File: config.mk
export PLATFORM = sky130hd
export DESIGN_NAME = i2c_reg_ctrl
export DESIGN_NICKNAME = d
export VERILOG_FILES = /design/src/rtl/i2c_pkg.sv /design/src/rtl/i2c_step_rom.sv /design/src/rtl/i2c_reg_ctrl.sv
export SDC_FILE = /design/constraint.sdc
export NUM_CORES = 1
export LEC_CHECK = 0
export ABC_CLOCK_PERIOD_IN_PS = 4590
export BUFFER_PORTS_ARGS = -buffer_cell sky130_fd_sc_hd__buf_2
export CAP_MARGIN = 20
export CORE_AREA = 2 2 122 124
export DETAILED_ROUTE_END_ITERATION = 10
export DIE_AREA = 0 0 124 126
export PLACE_DENSITY = 0.51
export SYNTH_ARGS = -nofsm -noshare
export SYNTH_HDL_FRONTEND = slang
export SYNTH_SLANG_ARGS = --single-unit
File: constraint.sdc
create_clock -name clk -period 4.59 [get_ports clk]
set_input_delay 0.918 -clock clk [delete_from_list [all_inputs] [get_ports clk]]
set_output_delay 0.918 -clock clk [all_outputs]
set_load 0.02 [all_outputs]
File: src/rtl/i2c_pkg.sv
// Shared types and constants for the I2C register-access sequencer and its step table.
package i2c_pkg;

  typedef enum logic [1:0] {
    ST_IDLE  = 2'd0,
    ST_ISSUE = 2'd1,
    ST_WAIT  = 2'd2,
    ST_RESP  = 2'd3
  } state_e;

  typedef enum logic [2:0] {
    SEL_DEV_W = 3'd0,
    SEL_REG   = 3'd1,
    SEL_WDATA = 3'd2,
    SEL_DEV_R = 3'd3,
    SEL_ONES  = 3'd4
  } byte_sel_e;

  typedef struct packed {
    logic      start;
    logic      wdata;
    logic      rdata;
    logic      stop;
    byte_sel_e byte_sel;
  } step_desc_t;

  localparam int WR_STEPS   = 3;
  localparam int RD_STEPS   = 4;
  localparam int RW_BIT_POS = 0;
  localparam logic RW_WRITE = 1'b0;
  localparam logic RW_READ  = 1'b1;

  function automatic logic [7:0] addr_byte(input logic [6:0] dev, input logic rw);
    logic [7:0] b;
    b = {dev, 1'b0};
    b[RW_BIT_POS] = rw;
    return b;
  endfunction

endpackage

File: src/rtl/i2c_step_rom.sv
// Combinational map from (rw, step) to the byte-op descriptor for a single-register access.
module i2c_step_rom
  import i2c_pkg::*;
(
  input  logic       i_rw,
  input  logic [1:0] i_step,
  output step_desc_t o_desc
);

  always_comb begin
    o_desc = '{1'b0, 1'b0, 1'b0, 1'b0, SEL_ONES};
    case ({i_rw, i_step})
      3'b000:  o_desc = '{1'b1, 1'b1, 1'b0, 1'b0, SEL_DEV_W};
      3'b001:  o_desc = '{1'b0, 1'b1, 1'b0, 1'b0, SEL_REG};
      3'b010:  o_desc = '{1'b0, 1'b1, 1'b0, 1'b1, SEL_WDATA};
      3'b100:  o_desc = '{1'b1, 1'b1, 1'b0, 1'b0, SEL_DEV_W};
      3'b101:  o_desc = '{1'b0, 1'b1, 1'b0, 1'b0, SEL_REG};
      // repeated start turns the bus around for the read phase
      3'b110:  o_desc = '{1'b1, 1'b1, 1'b0, 1'b0, SEL_DEV_R};
      3'b111:  o_desc = '{1'b0, 1'b0, 1'b1, 1'b1, SEL_ONES};
      default: o_desc = '{1'b0, 1'b0, 1'b0, 1'b0, SEL_ONES};
    endcase
  end

endmodule

File: src/rtl/i2c_reg_ctrl.sv
// Register read/write sequencer: splits one request into byte ops for the I2C byte engine
// and returns a single response with read data, NACK and timeout status.
module i2c_reg_ctrl
  import i2c_pkg::*;
#(
  parameter int unsigned TIMEOUT_CYC = 100000,
  parameter int unsigned TO_W        = 17
) (
  input  logic       clk,
  input  logic       rst,
  input  logic       i_req_valid,
  output logic       o_req_ready,
  input  logic       i_req_rw,
  input  logic [6:0] i_req_dev,
  input  logic [7:0] i_req_reg,
  input  logic [7:0] i_req_wdata,
  output logic       o_rsp_valid,
  input  logic       i_rsp_ready,
  output logic [7:0] o_rsp_rdata,
  output logic       o_rsp_nack,
  output logic       o_rsp_timeout,
  output logic       o_cmd_start,
  output logic       o_cmd_wdata,
  output logic       o_cmd_rdata,
  output logic       o_cmd_stop,
  output logic       o_wvalid,
  input  logic       i_wready,
  output logic [7:0] o_wdata,
  input  logic       i_byte_done,
  input  logic       i_ack,
  input  logic       i_rvalid,
  output logic       o_rready,
  input  logic [7:0] i_rdata,
  output logic       o_busy
);

  localparam logic [1:0]      WR_LAST = 2'(WR_STEPS - 1);
  localparam logic [1:0]      RD_LAST = 2'(RD_STEPS - 1);
  localparam logic            TO_EN   = (TIMEOUT_CYC != 32'd0);
  localparam logic [TO_W-1:0] TO_LAST = TO_W'(TIMEOUT_CYC - 32'd1);

  state_e          state_q, state_d;
  logic [1:0]      step_q, step_d;
  logic            rw_q, rw_d;
  logic [6:0]      dev_q, dev_d;
  logic [7:0]      reg_q, reg_d;
  logic [7:0]      wdata_q, wdata_d;
  logic [7:0]      rdata_q, rdata_d;
  logic            nack_q, nack_d;
  logic            to_q, to_d;
  logic [TO_W-1:0] cnt_q, cnt_d;
  logic            busy_q, busy_d;
  logic            req_ready_q, req_ready_d;
  logic            wvalid_q, wvalid_d;
  logic            start_q, start_d;
  logic            cwdata_q, cwdata_d;
  logic            crdata_q, crdata_d;
  logic            stop_q, stop_d;
  logic [7:0]      obyte_q, obyte_d;
  logic            rready_q, rready_d;
  logic            rsp_valid_q, rsp_valid_d;
  logic            is_last;
  logic            to_hit;
  logic            active;
  step_desc_t      desc_d;

  i2c_step_rom u_rom (
    .i_rw   (rw_d),
    .i_step (step_d),
    .o_desc (desc_d)
  );

  always_comb begin
    state_d = state_q;
    step_d  = step_q;
    rw_d    = rw_q;
    dev_d   = dev_q;
    reg_d   = reg_q;
    wdata_d = wdata_q;
    rdata_d = rdata_q;
    nack_d  = nack_q;
    to_d    = to_q;
    cnt_d   = cnt_q;
    busy_d  = busy_q;
    is_last = (step_q == (rw_q ? RD_LAST : WR_LAST));
    to_hit  = TO_EN && (cnt_q == TO_LAST);
    case (state_q)
      ST_IDLE: begin
        if (i_req_valid && req_ready_q) begin
          rw_d    = i_req_rw;
          dev_d   = i_req_dev;
          reg_d   = i_req_reg;
          wdata_d = i_req_wdata;
          step_d  = 2'd0;
          rdata_d = 8'h00;
          nack_d  = 1'b0;
          to_d    = 1'b0;
          cnt_d   = '0;
          busy_d  = 1'b1;
          state_d = ST_ISSUE;
        end else begin
          state_d = ST_IDLE;
        end
      end
      ST_ISSUE: begin
        if (wvalid_q && i_wready) begin
          cnt_d   = '0;
          state_d = ST_WAIT;
        end else if (to_hit) begin
          to_d    = 1'b1;
          state_d = ST_RESP;
        end else begin
          cnt_d = cnt_q + TO_W'(1);
        end
      end
      ST_WAIT: begin
        if (i_rvalid && rready_q) begin
          rdata_d = i_rdata;
        end else begin
          rdata_d = rdata_q;
        end
        // a completing byte takes priority over a timeout landing in the same cycle
        if (i_byte_done) begin
          nack_d = nack_q | i_ack;
          if (is_last) begin
            state_d = ST_RESP;
          end else begin
            step_d  = step_q + 2'd1;
            state_d = ST_ISSUE;
          end
        end else if (to_hit) begin
          to_d    = 1'b1;
          state_d = ST_RESP;
        end else begin
          cnt_d = cnt_q + TO_W'(1);
        end
      end
      ST_RESP: begin
        if (i_rsp_ready && rsp_valid_q) begin
          busy_d  = 1'b0;
          state_d = ST_IDLE;
        end else begin
          state_d = ST_RESP;
        end
      end
      default: state_d = ST_IDLE;
    endcase
  end

  // Outputs are decoded from the next state so they are registered yet aligned with state_q.
  always_comb begin
    active      = (state_d == ST_ISSUE) || (state_d == ST_WAIT);
    req_ready_d = (state_d == ST_IDLE);
    wvalid_d    = (state_d == ST_ISSUE);
    rsp_valid_d = (state_d == ST_RESP);
    rready_d    = (state_d == ST_WAIT) && desc_d.rdata;
    start_d     = active && desc_d.start;
    cwdata_d    = active && desc_d.wdata;
    crdata_d    = active && desc_d.rdata;
    stop_d      = active && desc_d.stop;
    obyte_d     = 8'h00;
    if (active) begin
      case (desc_d.byte_sel)
        SEL_DEV_W: obyte_d = addr_byte(dev_d, RW_WRITE);
        SEL_REG:   obyte_d = reg_d;
        SEL_WDATA: obyte_d = wdata_d;
        SEL_DEV_R: obyte_d = addr_byte(dev_d, RW_READ);
        SEL_ONES:  obyte_d = 8'hFF;
        default:   obyte_d = 8'h00;
      endcase
    end else begin
      obyte_d = 8'h00;
    end
  end

  always_ff @(posedge clk or posedge rst) begin
    if (rst) begin
      state_q     <= ST_IDLE;
      step_q      <= 2'd0;
      rw_q        <= 1'b0;
      dev_q       <= 7'h00;
      reg_q       <= 8'h00;
      wdata_q     <= 8'h00;
      rdata_q     <= 8'h00;
      nack_q      <= 1'b0;
      to_q        <= 1'b0;
      cnt_q       <= '0;
      busy_q      <= 1'b0;
      req_ready_q <= 1'b0;
      wvalid_q    <= 1'b0;
      start_q     <= 1'b0;
      cwdata_q    <= 1'b0;
      crdata_q    <= 1'b0;
      stop_q      <= 1'b0;
      obyte_q     <= 8'h00;
      rready_q    <= 1'b0;
      rsp_valid_q <= 1'b0;
    end else begin
      state_q     <= state_d;
      step_q      <= step_d;
      rw_q        <= rw_d;
      dev_q       <= dev_d;
      reg_q       <= reg_d;
      wdata_q     <= wdata_d;
      rdata_q     <= rdata_d;
      nack_q      <= nack_d;
      to_q        <= to_d;
      cnt_q       <= cnt_d;
      busy_q      <= busy_d;
      req_ready_q <= req_ready_d;
      wvalid_q    <= wvalid_d;
      start_q     <= start_d;
      cwdata_q    <= cwdata_d;
      crdata_q    <= crdata_d;
      stop_q      <= stop_d;
      obyte_q     <= obyte_d;
      rready_q    <= rready_d;
      rsp_valid_q <= rsp_valid_d;
    end
  end

  assign o_req_ready   = req_ready_q;
  assign o_rsp_valid   = rsp_valid_q;
  assign o_rsp_rdata   = rdata_q;
  assign o_rsp_nack    = nack_q;
  assign o_rsp_timeout = to_q;
  assign o_cmd_start   = start_q;
  assign o_cmd_wdata   = cwdata_q;
  assign o_cmd_rdata   = crdata_q;
  assign o_cmd_stop    = stop_q;
  assign o_wvalid      = wvalid_q;
  assign o_wdata       = obyte_q;
  assign o_rready      = rready_q;
  assign o_busy        = busy_q;

endmodule

==> flow_summary_export.csv, run 1 <==
group,metric,value,unit
outcome,status,"complete, no violations",
cts,cts_hold_buf,0,
global_route,grt_usage,11.1,%
layout,fin_nets,435,
timing,rsz0062_at_grt,"no",
critical_path,crit_top_cell,"ha_1",
detailed_routing,wl_per_cell,14.2,um
detailed_routing,antenna_left,0,
yosys,yosys-mux-area-fraction,8.47,%
yosys,synth_top_family_by_area,"simple AND/OR/NAND/NOR gates",
detailed_routing,wirelength,8.17,mm
timing,drv_slew,0,
hold_path,hp-class,"flop to flop",
yosys,synth-simple-area-share,16.2,%
critical_path,critPathKind,"flop to flop",
critical_path,crit_arrival,3030,ps
yosys,synth-xor-area-share,3.27,%
critical_path,critPathCaptureType,"flop",
yosys,syn_area,0.00349,mm2
timing,tns,0,ps
pwr,leakage,1.95,nW
cts,clockBufferDepth,2,
flow_run,cap_violations,0,
critical_path,cp_data_required_time,4840,ps
yosys,synthCells,318,
detailed_routing,drc_errors,0,
cts,cts_tree,"yes",
global_route,antenna_found_initial,2,
cts,cts.root.buffer_cell,"clkbuf_16",
yosys,yosys_warnings,0,
critical_path,start_kind,"flop",
placed_design,numPortBuffers,66,
yosys,netlist-cell-type-count,54,
die,die_area,0.0156,mm2
cts,clk-insertion-delay-late,340,ps
die,fp.coreArea,0.0143,mm2
layout,final_cell_mix,"dfrtp_1 (72), buf_2 (66), nand3_1 (28), nand2_1 (28), mux2_2 (24)",
critical_path,crit_chain,"inv_1, ha_1, and2_1, nand3_1, nand3b_1, o21ai_0, ha_1, clkinv_1, a41oi_1",
timing,finalSetupViolCount,0,
global_route,overflow,0,
cts,path_clk_slew,60,ps
die,die_height,126,um
yosys,syn_area_per_cell,11.0,um2
die,io_pins,67,
yosys,synth_edf_count,0,
critical_path,cpMaxStageDelayCell,"ha_1",
die,die_w,124,um
layout,drive_gt1_share,30.5,%
timing,hold_viol,0,
layout,final_area,0.00427,mm2
yosys,synth_fa_ha_area_share,3.59,%
yosys,ys.flop_type,"dfrtp_1",
cts,cts_resized,0,
detailed_routing,via_per_inst,4.56,
timing,max_freq,360,MHz
yosys,synth_area_leaders,"dfrtp_1 (52%), mux2_2 (7.8%), nand3_1 (4.0%), ha_1 (3.6%), o21ai_0 (3.2%)",
die,initial_utilization,24.4,%
yosys,syn_nets,368,
detailed_routing,vias,2625,
pwr,vdd_drop_max,0.258,mV
yosys,synthArstFlopShare,100,%
placed_design,dpl.cell_count,557,
layout,area_growth,22.4,%
cts,cts_buffers,9,
global_route,grt_pass1_vias,2669,
layout,final_core_util,29.8,%
timing,worst_slew_margin_rel,50.7,%
cts,cts_max_level,3,
die,rows,44,
placed_design,placed_area,0.00396,mm2
pwr,pwr_density_cell,567,mW/mm2
placed_design,dp_hpwl,5.87,mm
timing,period_minus_slack,2780,ps
timing,period_share,60.6,%
detailed_routing,drt-initial-drc-count,95,
layout,layout.cells.non_filler,576,
yosys,synth_seq_cells,72,
timing,skew,10.8,ps
yosys,yosysTopAreaCell,"dfrtp_1",
cts,cts_setup_buffers,0,
critical_path,crit_path_max_incr_delay,640,ps
yosys,synth-compound-area-share,13.0,%
cts,cts.sinks,72,
yosys,synth_seq_area_share,51.7,%
timing,tightestPinTransition,739,ps
yosys,synth.top_cell.area_share,51.7,%
layout,final_common_cell,"dfrtp_1",
global_route,grt_max_degree,49,
critical_path,cp_max_fo,19,
global_route,grt_pass1_wl,13.5,mm
detailed_routing,drtPass1Iterations,4,
placed_design,gp_congestion,0.785,
cell families after synthesis:
kind of cell | after synthesis
adder cells (fa/ha/maj) | 10
AO/OA/AOI/OAI | 64
XOR/XNOR | 13
flip-flops | 72
multiplexers | 26
AND/OR/NAND/NOR | 111
buffers and inverters | 22
cells in the mapped netlist (3+ instances only):
master and n:
inv_1 8, and3_1 5, xnor2_1 6, o21ai_0 22, o211ai_1 3, a21oi_1 8, dfrtp_1 72, and4_1 4
buf_2 4, a41oi_1 6, nor2_1 23, nand3_1 28, a31oi_1 5, nor3_1 3, buf_6 4, ha_1 10
mux2_2 24, xor2_1 7, nand2_1 28
flip-flops by register name (all words and copies together) (netlist names), 2 cells and up:
name         count
o_rsp_rdata      8
o_wdata          8
cnt_q           17
wdata_q          8
step_q           2
reg_q            8
dev_q            7
state_q          2
area by class of cell:
| type | instances | area (um2) |
|---|---|---|
| antenna | 2 | 5.00 |
| clock buffer | 10 | 239 |
| clock inverter | 6 | 43.8 |
| fill | 1518 | 10000 |
| inverter | 10 | 37.5 |
| multi-input combinational | 224 | 1550 |
| sequential | 72 | 1800 |
| tap | 184 | 230 |
| timing repair buffer | 68 | 358 |
per-stage QoR:
stage / power, mW / hold WS, ps / worst slack [ps]
floorplan: 1.60 / 467 / 1850
global placement: 1.76 / 460 / 1940
detailed placement: 1.78 / 476 / 1800
CTS: 2.45 / 490 / 1780
global route: 2.59 / 507 / 1480
finish: 2.42 / 481 / 1810
power by group:
group | total [mW] | internal, mW | switching (mW)
registers | 0.893 | 0.813 | 0.0795
logic | 0.867 | 0.346 | 0.521
clock network | 0.661 | 0.382 | 0.279
total | 2.42 | 1.54 | 0.880
path summary, 6_finish.rpt:
kind                           startpoint              to  slack (ps)  cells after the start
setup reg to reg               state_q[0]      o_wdata[5]        1810                      9
hold reg to reg            o_rsp_rdata[7]  o_rsp_rdata[7]         480                      2
hold / removal             o_rsp_rdata[7]  o_rsp_rdata[7]         480                      2
max in group asynchronous             rst       cnt_q[13]        3490                      3
min in group asynchronous             rst  o_rsp_rdata[6]         500                      2
setup / recovery               state_q[0]      o_wdata[5]        1810                      9
critical path: cells and delay by family, from the launching register on:
family,cells,cell delay (ps)
buf+inv,2,360
compound gates,2,400
flops,1,430
simple gates,3,530
fa+ha+maj,2,970
routing by layer:
layer  track usage [%]  up-vias  part of all wire [%]
li1                  -     1283                     -
met2              16.9       64                    45
met4              3.44        0                   1.2
met5                 0        -                     0
met3              3.99       11                   6.1
met1              14.6     1267                    48
Power figures use the tool's default switching activity.
==> inputs of run 2 (changes only) <==
ABC_CLOCK_PERIOD_IN_PS = 2300   (was 4590)
PLACE_DENSITY = 0.52   (was 0.51)
clock period = 2.3 ns   (was 4.59 ns; I/O delays follow)
==> run 2 against run 1 <==
Power up 110%; largest cell class unchanged; die area unchanged; critical endpoint is now o_wdata[2]; sequential share of layout area down 2.2 points; critical path depth up 1; via count up 1.3%; worst hold slack worse by 300 ps; routed wire length up 3.4%; fmax up 28%.
==> flow_summary_export.csv, run 2 (synthesis results as in run 1) <==
group,metric,value,unit
outcome,status,"complete, no violations",
cts,clockBufferDepth,2,
pwr,p_seq_share,34.6,%
global_route,overflow,0,
global_route,grt_usage,11.2,%
die,rows,44,
die,initial_utilization,24.4,%
timing,worst_slew_margin_rel,69.3,%
critical_path,reg2reg_to,"o_wdata[2]",
placed_design,dpl.cell_count,578,
layout,final_common_cell,"dfrtp_1",
layout,fin_nets,457,
pwr,netSwitchingPower,1.85,mW
critical_path,cp_max_fo,10,
cts,cts.sinks,72,
layout,area_growth,29.2,%
timing,max_freq,459,MHz
global_route,grt_pass1_vias,2707,
hold_path,hp-class,"input pin to async pin",
timing,skew,9.35,ps
die,die_height,126,um
die,fp.coreArea,0.0143,mm2
layout,largest_register,"cnt_q",
critical_path,cp_data_required_time,2490,ps
timing,drv_slew,0,
critical_path,r2r_start,"cnt_q[0]",
detailed_routing,wirelength,8.45,mm
layout,largest_reg_flops,17,
die,io_pins,67,
cts,clk-insertion-delay-late,330,ps
critical_path,reg2reg_depth,10,
layout,antenna_cells,0,
critical_path,crit_arrival,2360,ps
layout,layout.cells.non_filler,596,
timing,hold_viol,0,
cts,cts_hold_buf,0,
global_route,grt_max_degree,73,
pwr,pwr_density_cell,1150,mW/mm2
detailed_routing,wl_per_cell,14.2,um
detailed_routing,antenna_left,0,
timing,period_share,94.6,%
critical_path,critPathCaptureType,"flop",
die,die_area,0.0156,mm2
cts,cts_buffers,9,
placed_design,dp_slack,23.2,ps
layout,final_core_util,31.5,%
detailed_routing,drtPass1Iterations,6,
pwr,switching_share,35.8,%
placed_design,dp_hpwl,6.35,mm
critical_path,start_kind,"flop",
global_route,grt_pass1_wl,13.5,mm
cts,cts_max_level,3,
layout,final_area,0.00450,mm2
timing,fin_ws,123,ps
critical_path,critPathKind,"flop to flop",
placed_design,numPortBuffers,66,
pwr,pwr-share-clk,27.8,%
layout,final_cell_mix,"dfrtp_1 (72), buf_2 (66), nand2_1 (28), nand3_1 (27), mux2_2 (24)",
detailed_routing,vias,2660,
critical_path,rrSetupSlack,120,ps
detailed_routing,via_per_inst,4.46,
cts,path_clk_slew,60,ps
timing,period_minus_slack,2180,ps
layout,drive_gt1_share,36.7,%
global_route,antenna_found_initial,0,
detailed_routing,drc_errors,0,
placed_design,placed_area,0.00414,mm2
timing,tightestPinTransition,460,ps
placed_design,gp_congestion,0.778,
pwr,vdd_drop_max,0.397,mV
cts,cts.root.buffer_cell,"clkbuf_16",
pwr,leakage,2.08,nW
cts,cts_tree,"yes",
pwr,power.internal,3.32,mW
detailed_routing,drt-initial-drc-count,117,
die,die_w,124,um
flow_run,cap_violations,0,
timing,finalSetupViolCount,0,
pwr,combPwrFrac,37.6,%
critical_path,startpoint,"cnt_q[0]",
==> run 2: cell type report <==
| cell class | instances | area, um2 |
|---|---|---|
| clock buffers | 9 | 225 |
| clock inverters | 7 | 82.6 |
| fillers | 1491 | 9810 |
| inverters | 10 | 37.5 |
| multi-input cells | 224 | 1600 |
| flip-flops and latches | 72 | 1800 |
| well taps | 184 | 230 |
| repair buffers | 90 | 523 |
==> run 2: worst max-delay path by stage <==
stage / to / cells after the start
3_3_place_gp: o_wdata[3] / 9
2_1_floorplan: cnt_q[0] / 1
6_report: o_wdata[2] / 10
4_1_cts: o_wdata[2] / 9
3_5_place_dp: o_wdata[4] / 9
5_1_grt: o_wdata[2] / 9
==> run 2: worst max-delay path: stages, from the launching register on <==
cell and delay (ps):
dfrtp_1 380, ha_1 210, and4_1 230, nand3_2 90, nor2_2 50, o22a_1 220, o41ai_4 250, ha_1 330
clkinv_1 60, buf_4 160, a41oi_1 60
==> run 2: stage by stage <==
step	total power, mW	hold WS (ps)	setup TNS (ps)
global route	5.51	230	-22.3
finish	5.17	179	0
floorplan	3.20	467	0
CTS	5.18	220	0
detailed placement	3.71	469	0
global placement	3.68	459	0
==> run 2: metal layers <==
metal | global-route usage [%] | part of all wire [%] | vias to the layer above
met5 | 0 | 0 | -
met4 | 3.77 | 0.97 | 0
met3 | 2.63 | 5.7 | 6
met2 | 17.9 | 46 | 67
met1 | 14.9 | 47 | 1270
li1 | - | - | 1317
==> run 2: power groups by stage <==
| stage | Sequential, mW | Combinational [mW] | Clock (mW) |
|---|---|---|---|
| 2_1_floorplan | 1.87 | 1.34 | 0 |
| 3_3_place_gp | 1.79 | 1.88 | 0 |
| 3_5_place_dp | 1.81 | 1.90 | 0 |
| 4_1_cts | 1.79 | 1.91 | 1.48 |
| 5_1_grt | 1.83 | 2.15 | 1.53 |
| 6_report | 1.79 | 1.95 | 1.44 |
==> run 2: timing repair <==
| action | 4_1_cts | 5_1_grt |
|---|---|---|
| gates resized for setup | 1 | 12 |
| pin swaps | 0 | 4 |
| endpoints found under the hold margin | 0 | 0 |
| setup endpoints to repair | 1 | 10 |
| setup buffers | 0 | 2 |
